===== src/rtl/load_store_unit.sv =====
// rtl/load_store_unit.sv - RV32I byte-addressed load/store unit in front of a word-addressed data memory
// Ports:
//   clk, rst_n                      clock, synchronous active-low reset
//   req_valid/req_ready             request handshake (ready only in IDLE)
//   req_we, req_funct3              store/load select, RV32I size/sign code
//   req_addr, req_wdata             byte address, right-justified store data
//   rsp_valid, rsp_rdata, rsp_err   one-cycle completion, extended load data, reject flag
//   mem_address                     word index (zero-extended), 0 in IDLE
//   mem_write_data/enable           memory write port
//   mem_read_enable, mem_read_data  memory read port (data one edge after enable)
module load_store_unit #(
    parameter int DEPTH  = 256,
    parameter int MEM_AW = 8
) (
    input  logic        clk,
    input  logic        rst_n,
    input  logic        req_valid,
    output logic        req_ready,
    input  logic        req_we,
    input  logic [2:0]  req_funct3,
    input  logic [31:0] req_addr,
    input  logic [31:0] req_wdata,
    output logic        rsp_valid,
    output logic [31:0] rsp_rdata,
    output logic        rsp_err,
    output logic [31:0] mem_address,
    output logic [31:0] mem_write_data,
    output logic        mem_write_enable,
    output logic        mem_read_enable,
    input  logic [31:0] mem_read_data
);

    localparam logic [2:0] S_IDLE      = 3'd0;
    localparam logic [2:0] S_LD_REQ    = 3'd1;
    localparam logic [2:0] S_LD_RESP   = 3'd2;
    localparam logic [2:0] S_ST_WR     = 3'd3;
    localparam logic [2:0] S_RMW_RD    = 3'd4;
    localparam logic [2:0] S_RMW_MERGE = 3'd5;
    localparam logic [2:0] S_ERR       = 3'd6;

    localparam logic [31:0] DEPTH_W = 32'(DEPTH);

    logic [2:0]        state;
    logic [2:0]        next_state;
    logic              lat_we;
    logic [2:0]        lat_f3;
    logic [MEM_AW+1:0] lat_addr;
    logic [31:0]       lat_wdata;

    logic        accept;
    logic        f3_bad;
    logic        range_bad;
    logic        align_bad;
    logic        req_err;
    logic        done;
    logic [7:0]  byte_sel;
    logic [15:0] half_sel;
    logic [31:0] load_ext;
    logic [31:0] merged;

    assign req_ready = (state == S_IDLE) && rst_n;
    assign accept    = req_valid && req_ready;

    // Error priority: funct3 first, then range, then alignment.
    always_comb begin
        f3_bad = 1'b0;
        if (req_we)
            f3_bad = !(req_funct3 inside {3'b000, 3'b001, 3'b010});
        else
            f3_bad = !(req_funct3 inside {3'b000, 3'b001, 3'b010, 3'b100, 3'b101});
    end

    // Word index must fall inside the memory; equivalent to the upper address bits being zero.
    assign range_bad = ({2'b00, req_addr[31:2]} >= DEPTH_W);
    // funct3[1:0] is the access size for every legal code.
    assign align_bad = ((req_funct3[1:0] == 2'b01) && req_addr[0]) ||
                       ((req_funct3[1:0] == 2'b10) && (req_addr[1:0] != 2'b00));
    assign req_err   = f3_bad || range_bad || align_bad;

    always_comb begin
        next_state = state;
        case (state)
            S_IDLE: begin
                if (accept) begin
                    if (req_err)                    next_state = S_ERR;
                    else if (!req_we)               next_state = S_LD_REQ;
                    else if (req_funct3 == 3'b010)  next_state = S_ST_WR;
                    else                            next_state = S_RMW_RD;
                end
            end
            S_LD_REQ:    next_state = S_LD_RESP;
            S_RMW_RD:    next_state = S_RMW_MERGE;
            S_LD_RESP,
            S_ST_WR,
            S_RMW_MERGE,
            S_ERR:       next_state = S_IDLE;
            default:     next_state = S_IDLE;
        endcase
    end

    // Lane selection and extension of the returned word.
    always_comb begin
        byte_sel = mem_read_data[{lat_addr[1:0], 3'b000} +: 8];
        half_sel = lat_addr[1] ? mem_read_data[31:16] : mem_read_data[15:0];
        case (lat_f3)
            3'b000:  load_ext = {{24{byte_sel[7]}}, byte_sel};
            3'b001:  load_ext = {{16{half_sel[15]}}, half_sel};
            3'b100:  load_ext = {24'h0, byte_sel};
            3'b101:  load_ext = {16'h0, half_sel};
            default: load_ext = mem_read_data;
        endcase
    end

    // Sub-word store: overwrite only the addressed lane of the word just read.
    always_comb begin
        merged = mem_read_data;
        if (lat_f3[1:0] == 2'b00)
            merged[{lat_addr[1:0], 3'b000} +: 8] = lat_wdata[7:0];
        else
            merged[{lat_addr[1], 4'b0000} +: 16] = lat_wdata[15:0];
    end

    // Strobes are gated by rst_n so a reset in RMW_MERGE aborts the write.
    assign mem_read_enable  = rst_n && ((state == S_LD_REQ) || (state == S_RMW_RD));
    assign mem_write_enable = rst_n && ((state == S_ST_WR)  || (state == S_RMW_MERGE));
    assign mem_write_data   = (state == S_RMW_MERGE) ? merged : lat_wdata;
    assign mem_address      = (state == S_IDLE) ? 32'h0
                            : {{(32-MEM_AW){1'b0}}, lat_addr[MEM_AW+1:2]};

    assign done = (state == S_LD_RESP) || (state == S_ST_WR) ||
                  (state == S_RMW_MERGE) || (state == S_ERR);

    always_ff @(posedge clk) begin
        if (!rst_n) begin
            state     <= S_IDLE;
            lat_we    <= 1'b0;
            lat_f3    <= 3'b000;
            lat_addr  <= '0;
            lat_wdata <= 32'h0;
            rsp_valid <= 1'b0;
            rsp_err   <= 1'b0;
            rsp_rdata <= 32'h0;
        end else begin
            state     <= next_state;
            rsp_valid <= done;
            rsp_err   <= (state == S_ERR);
            if (done)
                rsp_rdata <= (state == S_LD_RESP) ? load_ext : 32'h0;
            if (accept) begin
                lat_we    <= req_we;
                lat_f3    <= req_funct3;
                lat_addr  <= req_addr[MEM_AW+1:0];
                lat_wdata <= req_wdata;
            end
        end
    end

    // lat_we is kept for visibility of the latched request; routing already encoded in state.
    logic unused_ok;
    assign unused_ok = lat_we;

endmodule


===== config.mk =====
export PLATFORM = sky130hd
export DESIGN_NAME = load_store_unit
export DESIGN_NICKNAME = d
export VERILOG_FILES = /design/src/rtl/load_store_unit.sv
export SDC_FILE = /design/constraint.sdc
export NUM_CORES = 1
export LEC_CHECK = 0
export ABC_AREA = 1
export BUFFER_PORTS_ARGS = -buffer_cell sky130_fd_sc_hd__buf_2
export CAP_MARGIN = 30
export CORE_MARGIN = 1.5
export CORE_UTILIZATION = 45
export CTS_BUF_LIST = sky130_fd_sc_hd__clkbuf_8 sky130_fd_sc_hd__clkbuf_16
export DETAILED_ROUTE_END_ITERATION = 8
export GPL_TIMING_DRIVEN = 0
export PLACE_DENSITY_LB_ADDON = 0.1
export SLEW_MARGIN = 10
export SYNTH_ARGS = -nofsm -noshare
export SYNTH_HDL_FRONTEND = slang
export SYNTH_SLANG_ARGS = --single-unit
export TNS_END_PERCENT = 10

===== constraint.sdc =====
create_clock -name clk -period 5.2 [get_ports clk]
set_input_delay 1.56 -clock clk [delete_from_list [all_inputs] [get_ports clk]]
set_output_delay 1.56 -clock clk [all_outputs]
set_load 0.05 [all_outputs]

==> flow_summary.ini <==
[worst_setup_path]
slowest_delay_ns = 0.36
path_buf_inv = 5
cp_max_fo = 11
critical_path_depth = 12
slowest_stage = dfxtp_1
path_common_cell = nand2_1
required_ns = 3.64
crit_path_start_kind = flop
end_kind = output port
critPathArrivalTime_ns = 2.74
crit_chain = buf_4, inv_2, ha_1, clkinv_1, clkbuf_1, nand3_1, o22ai_1, nand2_1, nand2_1, nand2_1, o21ai_0, buf_2
cp_top_family = buffers and inverters
reg2reg_depth = 7
crit_type = flop to output port

[placement]
io_buffers = 179
dp_hpwl_um = 13300
pre_cts_ws_ns = 1.04
placedCellCount = 1103
gp_congestion = 0.954

[yosys]
synth_area_um2 = 4970
ys_seq_area_frac = 0.330
synth_top_family_by_area = compound AO/OA/AOI/OAI gates
ys_seq_elements = 82
synth.distinct_cells = 34
synthXorXnorAreaFrac = 0
ys.warnings.count = 0
synth-simple-area-share = 0.210
syn-mean-instance-area_um2 = 6.53
netlist_instances = 761
synthAdderAreaFrac = 0.0126
synth_compound_area_frac = 0.303
synthMuxAreaShare = 0

[floorplan]
initial_core_util = 0.461
fp.dieH_um = 108
die_area_um2 = 11700
placementRows = 38
dieWidth_um = 108
ios = 204
core_area_um2 = 10800

[drt]
post_drt_wl_per_cell_um = 14.6
drt-initial-drc-count = 491
vias_per_cell = 5.19
wl_um = 16400
drtPass1Iterations = 5
drc_errors = 0
antenna_left = 0
vias = 5808

[global_routing]
grt_pass1_wl_um = 25200
antenna_found_initial = 0
grt_max_degree = 15
grt_usage = 0.278
grt_remaining_overflow = 0
grt_pass1_vias = 5052

[clocking]
htreeDepth = 3
worstSkewPairLatency_ns = 0.36
clock_path_buffers = 2
cts_sinks = 82
postCtsResizedCells = 0
path_clk_slew_ns = 0.09
cts_tree = done
cts_made_buffers = 9
cts_root_buf = clkbuf_8
cts_hold_buf = 0
postCtsSetupBuffers = 0

[flow_run]
drv_cap = 0

[pwr]
pwr-share-clk = 0.266
power.switching_fraction = 0.422
pwr_density_cell_nw_per_um2 = 344
p_leak_nw = 3.08
comb_power_share = 0.399
irDropWorstVdd_v = 0.000162
seqPwrFrac = 0.335
p_int_mw = 1.27
switchingPower_uw = 927

[outcome]
status = finished, final reports clean

[timing]
final.min_clock_period_ns = 4.30
fin_crit_sh = 0.827
maxSlewViolCount = 0
setup_ws_ns = 0.902
final-setup-viol-count = 0
fmax_mhz = 233
worstMarginPinSlew_ns = 0.527
finalHoldViolCount = 0
grt_setup_unrepaired = false
slew_headroom = 0.649
clock_skew_ns = 0.0164
hold_ws_ns = 0.452
final.setup.tns_ns = 0

[cells_and_area]
nNetsFinal = 1082
final.fill_count = 1161
fin_cells = 1119
diodes = 0
syn2layout_area_growth_pct = 28.3
drive_above_1_share = 0.260

[hold_path]
whs_path_depth = 2
hp-class = flop to flop
## metal layers
layer | global-route usage | vias up | wire length (um)
li1 | - | 2938 | -
met1 | 0.365 | 2565 | 7190
met2 | 0.452 | 271 | 7470
met3 | 0.0561 | 34 | 1270
met4 | 0.102 | 0 | 460
met5 | 0 | - | 0
## cell type report
type                            instances  area (um2)  area share
Timing Repair Buffer                  179         896       0.140
Inverter                               90         340      0.0533
Multi-Input combinational cell        545        2710       0.424
Clock buffer                           10         138      0.0216
Sequential cell                        82        1640       0.257
Buffer                                 67         370      0.0580
Clock inverter                          6         114      0.0178
Tap cell                              140         175      0.0275
## cells in the mapped netlist
master,instances,area share
nand4_1,1,0.0013
nand3_4,1,0.0035
nand2_4,3,0.0068
dfxtp_1,82,0.33
a22oi_1,16,0.024
buf_2,14,0.014
inv_4,1,0.0013
nor3_1,2,0.0020
nand2_1,160,0.12
clkinv_1,3,0.0023
nor2_1,38,0.029
nand3_1,29,0.029
a21oi_1,127,0.13
o21ai_0,71,0.071
clkbuf_1,23,0.017
buf_4,25,0.038
inv_2,7,0.0053
nor2_2,1,0.0013
o21ai_1,5,0.0050
o21ai_4,1,0.0033
o211ai_1,12,0.018
conb_1,1,0.00075
nand3b_1,1,0.0015
nand2_2,1,0.0013
o21bai_1,1,0.0015
ha_1,5,0.013
o22ai_1,40,0.050
or2_2,1,0.0013
o21ai_2,1,0.0018
nor2_8,2,0.0081
buf_6,1,0.0023
buf_1,4,0.0030
inv_1,79,0.060
nor2_4,2,0.0045
## flip-flops by register name, indices dropped and copies added (netlist names)
register / count
rsp_valid: 1
state: 3
rsp_err: 1
lat_wdata: 32
lat_addr: 10
lat_f3: 3
rsp_rdata: 32
## worst min-delay path: stages (launching register included)
cell and delay, ns:
dfxtp_1 0.31, inv_1 0.05, a21oi_1 0.05
## cells in the final DEF (no fill, tap or decap), types with 2 or more instances in the layout
cell       instances
o211ai_1          12
nand3_1           29
o21ai_0           71
a22oi_1           16
buf_4             25
nand2_1          160
inv_2              7
ha_1               5
clkinv_1           3
nor3_1             2
o22ai_1           40
clkbuf_8          10
nand2_4            3
clkbuf_1          23
nor2_8             2
conb_1            24
dfxtp_1           82
a21oi_1          127
o21ai_1            5
inv_1             80
buf_2            193
nor2_4             2
nor2_1            38
buf_1              4
bufinv_16          3
## kinds of logic (layout without fill, tap and decap cells)
group                    count (synthesis)  after routing
other                                    1             24
AO/OA/AOI/OAI                          274            274
AND/OR/NAND/NOR                        242            242
buffers and inverters                  157            352
flip-flops                              82             82
adder cells (fa/ha/maj)                  5              5
## power by group through the flow
stage          clock (mW)  combinational, mW  sequential, mW
2_1_floorplan           0              0.559           0.837
3_3_place_gp            0              0.869           0.748
3_5_place_dp            0              0.870           0.750
4_1_cts             0.592              0.872           0.735
5_1_grt             0.616              0.953           0.743
6_report            0.585              0.877           0.735
## worst paths after layout
path                  from  slack, ns                 end
max            lat_addr[1]       0.90  mem_write_data[29]
min reg2reg  lat_wdata[27]       0.45       lat_wdata[27]
max reg2reg       state[1]       3.50       rsp_rdata[24]
min          lat_wdata[27]       0.45       lat_wdata[27]
## per-stage QoR
| step | area (um2) | power (mW) | utilization |
|---|---|---|---|
| finish | 6380 | 2.20 | 0.591 |
| global route | 6380 | 2.31 | 0.591 |
| CTS | 6380 | 2.20 | 0.591 |
| detailed placement | 6130 | 1.62 | 0.568 |
| global placement | 6130 | 1.62 | 0.568 |
| floorplan | 5060 | 1.40 | - |
Note: power is estimated with default switching activity, not from simulation.
